[src/rtl/cp0_exception_unit_pkg.sv]
// -----------------------------------------------------------------------------
// cp0_exception_unit_pkg
//   Shared constants for the CP0 exception unit: CP0 register numbers,
//   exception codes, Status/Cause bit positions and FSM state encodings.
//   Header layout follows Para.v so the register file and this unit agree
//   on the numeric codes.
// -----------------------------------------------------------------------------
package cp0_exception_unit_pkg;

  // CP0 register numbers
  localparam logic [4:0] CP0_COUNT   = 5'd9;
  localparam logic [4:0] CP0_COMPARE = 5'd11;
  localparam logic [4:0] CP0_STATUS  = 5'd12;
  localparam logic [4:0] CP0_CAUSE   = 5'd13;
  localparam logic [4:0] CP0_EPC     = 5'd14;

  // Exception codes (Cause.ExcCode / EXCCODE)
  localparam logic [4:0] EXC_INT     = 5'h00;
  localparam logic [4:0] EXC_BREAK   = 5'h01;
  localparam logic [4:0] EXC_SYSCALL = 5'h03;
  localparam logic [4:0] EXC_OV      = 5'h0C;
  localparam logic [4:0] EXC_UNDEF   = 5'h1F;

  // Status bit positions
  localparam int ST_IE    = 0;
  localparam int ST_EXL   = 1;
  localparam int ST_IM_LO = 8;
  localparam int ST_IM_HI = 15;

  // Cause bit positions
  localparam int CA_BD     = 31;
  localparam int CA_IP7    = 15;
  localparam int CA_IP_LO  = 8;
  localparam int CA_IP_HI  = 9;

  // FSM state encodings
  localparam logic [1:0] S_IDLE       = 2'd0;
  localparam logic [1:0] S_FLUSH      = 2'd1;
  localparam logic [1:0] S_REDIRECT   = 2'd2;
  localparam logic [1:0] S_ERET_REDIR = 2'd3;

  // Assemble the architectural Cause word from its stored fields.
  function automatic logic [31:0] pack_cause(input logic       bd,
                                             input logic       ip7,
                                             input logic [1:0] ip_sw,
                                             input logic [4:0] exc_code);
    logic [31:0] w;
    w = 32'd0;
    w[CA_BD]              = bd;
    w[CA_IP7]             = ip7;
    w[CA_IP_HI:CA_IP_LO]  = ip_sw;
    w[6:2]                = exc_code;
    return w;
  endfunction

  // Assemble the architectural Status word; unimplemented bits read 0.
  function automatic logic [31:0] pack_status(input logic       ie,
                                              input logic       exl,
                                              input logic [7:0] im);
    logic [31:0] w;
    w = 32'd0;
    w[ST_IE]              = ie;
    w[ST_EXL]             = exl;
    w[ST_IM_HI:ST_IM_LO]  = im;
    return w;
  endfunction

endpackage

[src/rtl/cp0_timer.sv]
// -----------------------------------------------------------------------------
// cp0_timer
//   CP0 Count/Compare pair and timer interrupt bit (Cause.IP7).
//   Count increments every cycle and wraps; a Compare write clears IP7;
//   IP7 sets when Count == Compare with Compare non-zero.
//   Next-state values are exported so mfc0 reads can return them.
// Ports
//   Clock           rising-edge clock
//   Reset           synchronous active-low reset
//   count_wen_i     mtc0 to Count
//   compare_wen_i   mtc0 to Compare
//   wdata_i         mtc0 data
//   count_next_o    Count value after this edge
//   compare_next_o  Compare value after this edge
//   ip7_o           registered IP7
//   ip7_next_o      IP7 value after this edge
// -----------------------------------------------------------------------------
module cp0_timer
  import cp0_exception_unit_pkg::*;
(
  input  logic        Clock,
  input  logic        Reset,
  input  logic        count_wen_i,
  input  logic        compare_wen_i,
  input  logic [31:0] wdata_i,
  output logic [31:0] count_next_o,
  output logic [31:0] compare_next_o,
  output logic        ip7_o,
  output logic        ip7_next_o
);

  logic [31:0] count_q, count_d;
  logic [31:0] compare_q, compare_d;
  logic        ip7_q, ip7_d;

  always_comb begin
    count_d   = count_wen_i ? wdata_i : count_q + 32'd1;
    compare_d = compare_wen_i ? wdata_i : compare_q;
    ip7_d     = ip7_q;
    // Compare write acknowledges the timer interrupt and wins over a match.
    if (compare_wen_i) begin
      ip7_d = 1'b0;
    end else if ((count_q == compare_q) && (compare_q != 32'd0)) begin
      ip7_d = 1'b1;
    end
  end

  always_ff @(posedge Clock) begin
    if (!Reset) begin
      count_q   <= 32'd0;
      compare_q <= 32'd0;
      ip7_q     <= 1'b0;
    end else begin
      count_q   <= count_d;
      compare_q <= compare_d;
      ip7_q     <= ip7_d;
    end
  end

  assign count_next_o   = count_d;
  assign compare_next_o = compare_d;
  assign ip7_o          = ip7_q;
  assign ip7_next_o     = ip7_d;

endmodule

[src/rtl/cp0_exception_unit.sv]
// -----------------------------------------------------------------------------
// cp0_exception_unit
//   Arbitrates MEM-stage exceptions, eret and pending interrupts; keeps CP0
//   Status/Cause/EPC (Count/Compare in cp0_timer); drives flush and PC
//   redirect; serves mfc0/mtc0.
//
//   state      | meaning
//   -----------+-----------------------------------------------------------
//   IDLE       | ready to accept exception / eret / interrupt
//   FLUSH      | event committed, pipeline flushed for one cycle
//   REDIRECT   | flush + redirect to EXC_VECTOR
//   ERET_REDIR | flush + redirect to EPC
//
// Ports
//   Clock, Reset            clock, synchronous active-low reset
//   exc_valid/exc_ready     exception handshake (eret shares exc_ready)
//   exc_code_in, OPC        code and PC of the MEM-stage instruction
//   in_delay_slot, eret     MEM-stage qualifiers
//   cp0_wen/addr/wdata      mtc0 port; cp0_addr also selects mfc0 reads
//   cp0_rdata               registered mfc0 data
//   EXCCODE                 committed code, one cycle, 0 otherwise
//   flush, redirect_valid,
//   redirect_pc             pipeline control
//   exl, exc_count          Status.EXL, saturating accepted-event count
// -----------------------------------------------------------------------------
module cp0_exception_unit
  import cp0_exception_unit_pkg::*;
#(
  parameter logic [31:0] EXC_VECTOR = 32'h8000_0180,
  parameter int          CNT_W      = 16
) (
  input  logic             Clock,
  input  logic             Reset,
  input  logic             exc_valid,
  output logic             exc_ready,
  input  logic [4:0]       exc_code_in,
  input  logic [31:0]      OPC,
  input  logic             in_delay_slot,
  input  logic             eret,
  input  logic             cp0_wen,
  input  logic [4:0]       cp0_addr,
  input  logic [31:0]      cp0_wdata,
  output logic [31:0]      cp0_rdata,
  output logic [4:0]       EXCCODE,
  output logic             flush,
  output logic             redirect_valid,
  output logic [31:0]      redirect_pc,
  output logic             exl,
  output logic [CNT_W-1:0] exc_count
);

  logic [1:0]       state_q, state_d;
  logic             ie_q, ie_d;
  logic             exl_q, exl_d;
  logic [7:0]       im_q, im_d;
  logic             bd_q, bd_d;
  logic [1:0]       ipsw_q, ipsw_d;
  logic [4:0]       cause_code_q, cause_code_d;
  logic [31:0]      epc_q, epc_d;
  logic [4:0]       excode_q, excode_d;
  logic [CNT_W-1:0] cnt_q, cnt_d;
  logic [31:0]      rdata_q, rdata_d;

  logic        idle;
  logic        int_pending;
  logic        take_exc, take_eret, take_int, take_trap;
  logic [4:0]  trap_code;
  logic        mtc0_ok;
  logic [31:0] count_next, compare_next;
  logic        ip7, ip7_next;

  assign idle        = (state_q == S_IDLE);
  assign int_pending = ie_q && !exl_q && |({ip7, 5'b0, ipsw_q} & im_q);

  // Exception beats eret beats interrupt.
  assign take_exc  = idle && exc_valid;
  assign take_eret = idle && eret && !exc_valid;
  assign take_int  = idle && !exc_valid && !eret && int_pending;
  assign take_trap = take_exc || take_int;
  assign trap_code = take_exc ? exc_code_in : EXC_INT;

  // Any taken event kills the MEM-stage instruction, so its mtc0 must not
  // commit; it is re-executed after return if it was the victim.
  assign mtc0_ok = cp0_wen && !(take_trap || take_eret);

  cp0_timer u_timer (
    .Clock          (Clock),
    .Reset          (Reset),
    .count_wen_i    (mtc0_ok && (cp0_addr == CP0_COUNT)),
    .compare_wen_i  (mtc0_ok && (cp0_addr == CP0_COMPARE)),
    .wdata_i        (cp0_wdata),
    .count_next_o   (count_next),
    .compare_next_o (compare_next),
    .ip7_o          (ip7),
    .ip7_next_o     (ip7_next)
  );

  always_comb begin
    state_d      = state_q;
    ie_d         = ie_q;
    exl_d        = exl_q;
    im_d         = im_q;
    bd_d         = bd_q;
    ipsw_d       = ipsw_q;
    cause_code_d = cause_code_q;
    epc_d        = epc_q;
    excode_d     = EXC_INT;
    cnt_d        = cnt_q;

    if (mtc0_ok) begin
      case (cp0_addr)
        CP0_STATUS: begin
          ie_d  = cp0_wdata[ST_IE];
          exl_d = cp0_wdata[ST_EXL];
          im_d  = cp0_wdata[ST_IM_HI:ST_IM_LO];
        end
        CP0_CAUSE: ipsw_d = cp0_wdata[CA_IP_HI:CA_IP_LO];
        CP0_EPC:   epc_d  = cp0_wdata;
        default: ;
      endcase
    end

    case (state_q)
      S_IDLE: begin
        if (take_trap) begin
          cause_code_d = trap_code;
          // Nested events keep the original return point.
          if (!exl_q) begin
            epc_d = in_delay_slot ? (OPC - 32'd4) : OPC;
            bd_d  = in_delay_slot;
          end
          exl_d    = 1'b1;
          cnt_d    = (&cnt_q) ? cnt_q : cnt_q + CNT_W'(1);
          excode_d = trap_code;
          state_d  = S_FLUSH;
        end else if (take_eret) begin
          exl_d   = 1'b0;
          state_d = S_ERET_REDIR;
        end
      end
      S_FLUSH:      state_d = S_REDIRECT;
      S_REDIRECT:   state_d = S_IDLE;
      S_ERET_REDIR: state_d = S_IDLE;
      default:      state_d = S_IDLE;
    endcase
  end

  // mfc0 reads next-state values: same-cycle mtc0 and post-increment Count
  // are visible with one cycle of latency.
  always_comb begin
    case (cp0_addr)
      CP0_COUNT:   rdata_d = count_next;
      CP0_COMPARE: rdata_d = compare_next;
      CP0_STATUS:  rdata_d = pack_status(ie_d, exl_d, im_d);
      CP0_CAUSE:   rdata_d = pack_cause(bd_d, ip7_next, ipsw_d, cause_code_d);
      CP0_EPC:     rdata_d = epc_d;
      default:     rdata_d = 32'd0;
    endcase
  end

  always_ff @(posedge Clock) begin
    if (!Reset) begin
      state_q      <= S_IDLE;
      ie_q         <= 1'b0;
      exl_q        <= 1'b0;
      im_q         <= 8'd0;
      bd_q         <= 1'b0;
      ipsw_q       <= 2'd0;
      cause_code_q <= 5'd0;
      epc_q        <= 32'd0;
      excode_q     <= 5'd0;
      cnt_q        <= '0;
      rdata_q      <= 32'd0;
    end else begin
      state_q      <= state_d;
      ie_q         <= ie_d;
      exl_q        <= exl_d;
      im_q         <= im_d;
      bd_q         <= bd_d;
      ipsw_q       <= ipsw_d;
      cause_code_q <= cause_code_d;
      epc_q        <= epc_d;
      excode_q     <= excode_d;
      cnt_q        <= cnt_d;
      rdata_q      <= rdata_d;
    end
  end

  assign exc_ready      = idle;
  assign flush          = !idle;
  assign redirect_valid = (state_q == S_REDIRECT) || (state_q == S_ERET_REDIR);
  assign redirect_pc    = (state_q == S_REDIRECT)   ? EXC_VECTOR :
                          (state_q == S_ERET_REDIR) ? epc_q      : 32'd0;
  assign EXCCODE        = excode_q;
  assign exl            = exl_q;
  assign exc_count      = cnt_q;
  assign cp0_rdata      = rdata_q;

endmodule

[config.mk]
export PLATFORM = sky130hd
export DESIGN_NAME = cp0_exception_unit
export DESIGN_NICKNAME = d
export VERILOG_FILES = /design/src/rtl/cp0_exception_unit_pkg.sv /design/src/rtl/cp0_timer.sv /design/src/rtl/cp0_exception_unit.sv
export SDC_FILE = /design/constraint.sdc
export NUM_CORES = 1
export LEC_CHECK = 0
export ABC_AREA = 1
export CORE_UTILIZATION = 53
export CTS_CLUSTER_SIZE = 30
export DETAILED_ROUTE_END_ITERATION = 16
export DONT_BUFFER_PORTS = 1
export PLACE_DENSITY_LB_ADDON = 0.2
export SLEW_MARGIN = 40
export SYNTH_ARGS = -nofsm -noshare
export SYNTH_HDL_FRONTEND = slang
export SYNTH_SLANG_ARGS = --single-unit
[constraint.sdc]
create_clock -name Clock -period 4.4 [get_ports Clock]
set_clock_uncertainty 0.2 [all_clocks]
set_input_delay 0.88 -clock Clock [delete_from_list [all_inputs] [get_ports Clock]]
set_output_delay 0.88 -clock Clock [all_outputs]
set_load 0.03 [all_outputs]
==> flow_summary.toml <==
[clock_network]
clk_latency_ps = 440
cts-buffers-inserted = 17
cts_tree = "yes"
root_buffer = "clkbuf_16"
cts_sinks = 170
cts-htree-levels = 4
postCtsHoldBufs = 0
post_cts_buffers = 0
clk_path_buf_depth = 2
path_clk_slew_ps = 70
cts_resized = 0

[setup_path]
crit_path_start = "state_q[1]$_SDFFE_PN0P_"
timing.rr.end = "cp0_rdata[20]$_SDFF_PN0_"
rrSetupSlack_ps = 1270
critPathCapture = "redirect_pc[18]"
cp-end-kind = "output pin"
worstRegToRegCells = 10
crit_type = "reg2out"
cp_slowest_cell = "dfxtp_1"
path_max_fanout = 29
critPathLaunchType = "flop"
cp.arrival_ps = 2160
r2r_start = "state_q[1]$_SDFFE_PN0P_"
required_ps = 3320
max_stage_delay_ps = 620
path_cells = "nand2_2, nor2_1"

[timing]
worstMarginPinSlew_ps = 804
relSlewSlack_pct = 46.4
finalSetupTns_ps = 0
slew_viol_final = 0
hold_violations = 0
fin_crit_sh_pct = 73.7
hold_ws_ps = 323
finalSetupViolations = 0
min_period_ps = 3240
grt_setup_unrepaired = "false"
layout_setup_ws_ps = 1160
fmax_mhz = 308

[logic_synthesis]
yosys_warnings = 0
ys_ff_latch = 170
synth_top_cells_by_count = "407 x nand2_1, 306 x nor2_1, 184 x inv_1, 170 x dfxtp_1, 134 x nand3_1"
avgSynthCellArea_sq_um = 6.22
netlist.area_leader.share_pct = 34.2
syn_nets = 1684
yosysTopAreaCell = "dfxtp_1"
synth_area_leaders = "dfxtp_1 34%, nand2_1 15%, nor2_1 12%"
ys_seq_area_share_pct = 34.2
synth_edf_count = 0
ys_types = 42
syn_inst = 1601
async_reset_ff_share_pct = 0
synthFlopType = "dfxtp_1"
synth.most_common_cell = "nand2_1"
syn_area_sq_um = 9960

[detailed_routing]
vias = 10200
via_per_inst = 5.62
drc = 1
wirelength_um = 32000
wl_per_cell_um = 17.6
dr.pass1.iters = 11
initialDrtViolationCount = 1147
drtAntennaViolNets = 0

[finish]
final_nets = 1657
fin_cells = 1816
antenna_cells = 0
utilization_pct = 58.5
design_area_sq_um = 10700
syn_to_final_growth_pct = 6.94
final_layout_size_suffix_gt1_share_pct = 5.61

[place]
port_buffers = 0
dp_slack_ps = 1130
place_area_sq_um = 10100
post-dp-hpwl_um = 24700
place.gp.congestion = 0.975
dp_cells = 1784

[run]
cap_violations = 0

[floorplan]
die_h_um = 139
core_area_sq_um = 18200
io_pins = 169
initial_utilization_pct = 54.7
die_area_sq_um = 19400
std_cell_rows = 49
fp.dieW_um = 139

[run_status]
failed_checks = "design-rule violations"
status = "finished, violations left"

[power_and_ir_drop]
power_density_nw_per_um2 = 331
p_leak_nw = 4.56
power_mw = 3.53
vdd.ir_drop.worst_mv = 0.251

[hold_path]
hold_path.class = "reg2reg"

[global_route]
antenna_found_initial = 1
grt_pass1_vias = 9096
grt_max_degree = 71
grt_first_pass_wirelength_um = 50100
grt_usage_pct = 33.4
grt-ovfl-total = 0
layer usage:
metal | vias up | wire [um] | track usage [%]
met5 | - | 0 | 0
met4 | 0 | 840 | 11.1
met3 | 50 | 3420 | 9.22
met2 | 500 | 13100 | 47.6
met1 | 4649 | 14700 | 48.1
li1 | 5013 | - | -
cell type report:
cell class	count	area, sq um
Fill cell	1821	7550
Multi-Input combinational cell	1181	5570
Sequential cell	170	3400
Inverter	189	712
Clock buffer	20	457
Tap cell	229	287
Clock inverter	12	114
Timing Repair Buffer	15	113
where the power goes:
part / switching, mW / internal (mW)
Sequential: 0.0554 / 1.60
Combinational: 0.278 / 0.119
Clock: 0.663 / 0.816
sequential cells by signal, indices dropped and copies added, names as in the netlist:
name / flops
im_q: 8
exl: 1
cause_code_q: 5
bd_q: 1
u_timer.compare_q: 32
ie_q: 1
u_timer.count_q: 32
exc_count: 16
u_timer.ip7_o: 1
ipsw_q: 2
cp0_rdata: 32
epc_q: 32
state_q: 2
EXCCODE: 5
worst min path at each step:
stage                  startpoint                        to  slack [ps]  cells after the start
3_5_place_dp   im_q[3]$_SDFF_PN0_        im_q[3]$_SDFF_PN0_         300                      2
4_1_cts        im_q[3]$_SDFF_PN0_        im_q[3]$_SDFF_PN0_         320                      2
2_1_floorplan  im_q[2]$_SDFF_PN0_        im_q[2]$_SDFF_PN0_         280                      2
3_3_place_gp   im_q[2]$_SDFF_PN0_        im_q[2]$_SDFF_PN0_         300                      2
6_report       im_q[3]$_SDFF_PN0_        im_q[3]$_SDFF_PN0_         320                      2
5_1_grt                     Reset  cp0_rdata[27]$_SDFF_PN0_         340                      2
logic make-up after synthesis:
kind of cell    count (synthesis)  share of synthesized area [%]
compound gates                178                           10.3
xor+xnor                       53                           4.66
fa+ha+maj                       3                          0.377
buf+inv                       250                           9.98
flops                         170                           34.2
simple gates                  947                           40.5
critical path, delay by kind of cell (launching register included):
kind	cells	cell delay [ps]
DFF	1	620
and+or+nand+nor	2	1090
cells in the final DEF, fill, tap and decap left out, types with 4 or more instances in the layout:
cell	instances
nand2_1	405
xnor2_1	28
nor2_1	306
a21oi_1	32
o21ai_0	73
dfxtp_1	170
o211ai_1	48
inv_1	184
or2_1	5
or2_2	13
nor3_1	26
clkbuf_16	17
o21ai_1	14
buf_4	15
inv_2	4
nand4_1	25
inv_6	4
nand3_1	134
nor2_2	5
o22ai_1	5
nand2_2	5
xor2_1	25
nor2_4	7
Note: power is estimated with default switching activity, not from simulation.
